[src/rtl/register_file.sv]
// Architectural register file with per-register busy bit and rename tag.
// Receives RoB commits and flushes; serves two combinational operand lookups.
module register_file #(
   parameter int RoB_WIDTH = 3
) (
   input  logic                 clk_in,
   input  logic                 rst_in,
   input  logic                 rdy_in,
   input  logic                 commit_en,
   input  logic [4:0]           commit_reg,
   input  logic [RoB_WIDTH-1:0] commit_index,
   input  logic [31:0]          commit_data,
   input  logic                 flush_signal,
   input  logic                 rename_en,
   input  logic [4:0]           rename_reg,
   input  logic [RoB_WIDTH-1:0] rename_index,
   input  logic [4:0]           rs1_reg,
   input  logic [4:0]           rs2_reg,
   output logic                 rs1_busy,
   output logic                 rs2_busy,
   output logic [RoB_WIDTH-1:0] rs1_tag,
   output logic [RoB_WIDTH-1:0] rs2_tag,
   output logic [31:0]          rs1_value,
   output logic [31:0]          rs2_value
);

   logic [31:0]          value_vec [32];
   logic                 busy_vec  [32];
   logic [RoB_WIDTH-1:0] tag_vec   [32];

   genvar gi;

   generate
      for (gi = 0; gi < 32; gi++) begin : g_reg
         if (gi == 0) begin : g_zero
            assign value_vec[gi] = '0;
            assign busy_vec[gi]  = 1'b0;
            assign tag_vec[gi]   = '0;
         end else begin : g_live
            logic [31:0]          value_reg;
            logic                 busy_reg;
            logic [RoB_WIDTH-1:0] tag_reg;
            logic                 commit_hit;
            logic                 rename_hit;

            assign commit_hit = commit_en && (commit_reg == 5'(gi));
            assign rename_hit = rename_en && (rename_reg == 5'(gi));

            // A rename in the same cycle overrides the commit's busy clear.
            always_ff @(posedge clk_in) begin
               if (rst_in) begin
                  value_reg <= '0;
                  busy_reg  <= 1'b0;
                  tag_reg   <= '0;
               end else if (rdy_in) begin
                  if (commit_hit)
                     value_reg <= commit_data;
                  if (flush_signal) begin
                     busy_reg <= 1'b0;
                     tag_reg  <= '0;
                  end else if (rename_hit) begin
                     busy_reg <= 1'b1;
                     tag_reg  <= rename_index;
                  end else if (commit_hit && busy_reg && (tag_reg == commit_index)) begin
                     busy_reg <= 1'b0;
                  end
               end
            end

            assign value_vec[gi] = value_reg;
            assign busy_vec[gi]  = busy_reg;
            assign tag_vec[gi]   = tag_reg;
         end
      end
   endgenerate

   logic [4:0]           rs_sel    [2];
   logic                 lk_busy   [2];
   logic [RoB_WIDTH-1:0] lk_tag    [2];
   logic [31:0]          lk_value  [2];

   assign rs_sel[0] = rs1_reg;
   assign rs_sel[1] = rs2_reg;

   generate
      for (gi = 0; gi < 2; gi++) begin : g_port
         logic                 busy_next;
         logic [RoB_WIDTH-1:0] tag_next;
         logic [31:0]          value_next;
         logic                 commit_hit;

         // Same-cycle commit is bypassed; a same-cycle rename is deliberately not.
         always_comb begin
            busy_next  = 1'b0;
            tag_next   = '0;
            value_next = '0;
            commit_hit = rdy_in && commit_en && (commit_reg == rs_sel[gi]);
            if (rs_sel[gi] != 5'd0) begin
               if (commit_hit && busy_vec[rs_sel[gi]] && (tag_vec[rs_sel[gi]] == commit_index)) begin
                  value_next = commit_data;
               end else begin
                  busy_next  = busy_vec[rs_sel[gi]];
                  tag_next   = busy_vec[rs_sel[gi]] ? tag_vec[rs_sel[gi]] : '0;
                  value_next = commit_hit ? commit_data : value_vec[rs_sel[gi]];
               end
            end
         end

         assign lk_busy[gi]  = busy_next;
         assign lk_tag[gi]   = tag_next;
         assign lk_value[gi] = value_next;
      end
   endgenerate

   assign rs1_busy  = lk_busy[0];
   assign rs2_busy  = lk_busy[1];
   assign rs1_tag   = lk_tag[0];
   assign rs2_tag   = lk_tag[1];
   assign rs1_value = lk_value[0];
   assign rs2_value = lk_value[1];

endmodule

[config.mk]
export PLATFORM = sky130hd
export DESIGN_NAME = register_file
export DESIGN_NICKNAME = d
export VERILOG_FILES = /design/src/rtl/register_file.sv
export SDC_FILE = /design/constraint.sdc
export NUM_CORES = 2
export LEC_CHECK = 0
export BUFFER_PORTS_ARGS = -buffer_cell sky130_fd_sc_hd__buf_4
export CORE_MARGIN = 8
export CORE_UTILIZATION = 51
export CTS_CLUSTER_DIAMETER = 100
export DETAILED_ROUTE_END_ITERATION = 8
export PLACE_DENSITY = 0.64
export SETUP_SLACK_MARGIN = 0.3
export SLEW_MARGIN = 5
export SYNTH_ARGS = -nofsm -noshare
export SYNTH_HDL_FRONTEND = slang
export SYNTH_SLANG_ARGS = --single-unit
export TNS_END_PERCENT = 10
[constraint.sdc]
create_clock -name clk_in -period 3.7 [get_ports clk_in]
set_input_delay 0.185 -clock clk_in [delete_from_list [all_inputs] [get_ports clk_in]]
set_output_delay 0.185 -clock clk_in [all_outputs]
set_load 0.05 [all_outputs]
==> impl_metrics.toml <==
[timing]
finalCriticalPeriod_ps = 3290
slew_viol_final = 0
skew_ps = 16.7
tightestPinTransition_ps = 1240
fin_setup_tns_ps = 0
slew_headroom = 0.174
finalHoldViolations = 0
timing.fmax_ghz = 0.304
rsz0062_at_grt = "no"
finalSetupViolCount = 0
fin_crit_sh = 0.889

[clock_tree]
numCtsBuffers = 120
clkTransAtPathRegs_ps = 70
postCtsSetupRepairBufs = 0
cts.sink_count = 1116
cts_max_level = 3
root_buffer = "clkbuf_16"
cts_tree = "yes"
cts.path.max_buffers = 3
worstSkewPairLatency_ps = 740

[final_layout]
fin_nets = 6499
drive_gt1_frac = 0.194
area_growth_pct = 12.4
n_fill_cell = 9976
largest_register_ffs = 992

[hold_path]
holdPathEnd = "g_reg[25].g_live.tag_reg[0]"
hold_path_class = "in -> reg"
hold_start = "rename_index[0]"
hold-path-cell-count = 4

[synth]
synth_ff_type = "dfxtp_1"
yosysSeqAreaShare = 0.378
synth_area_leaders = "dfxtp_1 (38%), mux4_2 (23%), nand2_1 (13%)"
synthMostInstantiatedCell = "nand2_1"
synthTopCellsByCount = "nand2_1 (2073), dfxtp_1 (1116), a21oi_1 (1078)"
yosys.area.top_type = "dfxtp_1"
syn_area_per_cell_um2 = 8.92
syn_nets = 6687
synth_top_cell_area_share = 0.378
syn_area_um2 = 59100
async_flop_share = 0
postSynthCellCount = 6623
synth_edf_count = 0
synth_cell_types = 50
yosys_register_bits = 1116
synth_warnings = 0

[worst_setup_path]
arrival_ps = 3100
critPathKind = "in -> out"
cp.required_ps = 3510
cpLargestDelayFamily = "multiplexers"
r2r_slack_ps = 2350
cpPeakStageDelay_ps = 540
critical_path_buf_inv_count = 3
cpMaxStageDelayCell = "mux4_2"
r2r_end = "g_reg[6].g_live.busy_reg"
cp_cell_sequence = "buf_8, buf_12, mux4_2, mux4_2, mux2i_1, nor2_1, a21oi_1, nor2_1, buf_4"
rr_worst_depth = 3
end_kind = "primary output"
worstPathMaxFanout = 46
r2r_start = "g_reg[6].g_live.tag_reg[1]"
start_kind = "input port"

[route]
drtIter0Drc = 7934
drt-wirelength-per-cell_um = 29.4
drc = 0
ant_nets = 0
wl_um = 237000
first_pass_iters = 8
via_per_inst = 6.68
num_vias = 53899

[grt]
antenna_found_initial = 10
grt_usage = 0.363
grt_start_max_net_pins = 203
overflow = 0
grt_pass1_wl_um = 346000
grt_pass1_vias = 51532

[power]
power.leakage_nw = 22.1
powerDensity_nw_per_um2 = 416
vdd_drop_max_mv = 0.480
design_power_total_w = 0.0276

[floorplan]
core_um2 = 116000
floorplan.rows = 125
die_height_um = 356
io_pins = 136
die_x_um = 356
die_area_um2 = 127000
initial_utilization = 0.511

[flow_run]
cap_violations = 0

[place]
port_buffers = 135
place_congestion = 0.922
dp_hpwl_um = 139000

[outcome]
status = "finished, final reports clean"
final cells by class:
type,count,area [um^2],share of cell area
timing repair buffer,388,3690,0.0556
inverter,15,56.3,0.000848
clock inverter,56,803,0.0121
tap,1524,1910,0.0287
clock buffer,165,3450,0.0520
antenna,14,35.0,0.000528
multi-input combinational,4794,34100,0.514
sequential,1116,22300,0.336
power breakdown:
part / internal (W) / switching (W) / total [W]
logic: 0.000737 / 0.00163 / 0.00236
clock network: 0.00776 / 0.00535 / 0.0131
registers: 0.0121 / 0.0000540 / 0.0121
cell usage in the layout (no fill, tap or decap), drive strengths merged, types with 29 or more instances in the layout:
master and n:
xor2 96, a221oi 43, nor2 309, mux2i 157
mux2 38, a2111oi 55, dlygate4sd3 36, a31oi 51
dfxtp 1116, o2bb2ai 32, a211oi 44, clkbuf 165
nor2b 29, buf 352, nand3 44, mux4 593
nand2 2073, a21oi 1078, nor3 45
cell families (layout without fill, tap and decap cells):
family | Yosys count | after routing | synth area share
flops | 1116 | 1116 | 0.378
xor+xnor | 108 | 108 | 0.0160
simple gates | 2546 | 2546 | 0.167
buf+inv | 713 | 624 | 0.0509
mux | 788 | 788 | 0.260
other cells | 0 | 14 | 0
compound gates | 1352 | 1352 | 0.128
worst register-to-register path, stage by stage, from the launching register on:
cell	delay (ps)
dfxtp_1	360
xor2_1	170
a2111oi_0	520
a211oi_1	140
metrics by stage:
step | setup slack, ps | instance area, um^2 | util | hold slack [ps] | instances
after global routing | 305 | 66400 | 0.574 | 48.2 | 8063
after global placement | 456 | 61700 | 0.534 | 449 | 7801
after detailed placement | 476 | 61700 | 0.534 | 456 | 7801
after floorplan | 514 | 59100 | - | 387 | 6623
after CTS | 355 | 66400 | 0.574 | 22.6 | 8058
final | 410 | 66400 | 0.575 | 59.7 | 8072
repair_timing:
action	in CTS	in global routing
resized for setup	0	2
endpoints found under the hold margin	1036	0
setup endpoints to repair	0	3
hold buffers	36	0
worst max path at each step:
| stage | start | end | cells after the start |
|---|---|---|---|
| after floorplan | rs1_reg[0] | rs1_busy | 9 |
| after global placement | rs2_reg[0] | rs2_value[18] | 10 |
| after detailed placement | rs2_reg[0] | rs2_value[18] | 10 |
| after CTS | g_reg[6].g_live.tag_reg[1] | rs2_tag[0] | 8 |
| after global routing | rs2_reg[0] | rs2_value[17] | 9 |
| final | rs2_reg[0] | rs2_value[17] | 9 |
metal layers:
layer  vias to the layer above  wire [um]  track usage
met5                         -         30            0
met4                         4      16500        0.213
met3                       952      32400        0.116
met2                      3856     103000        0.542
met1                     26197      85600        0.463
li1                      22890          -            -
Note: power is estimated with default switching activity, not from simulation.
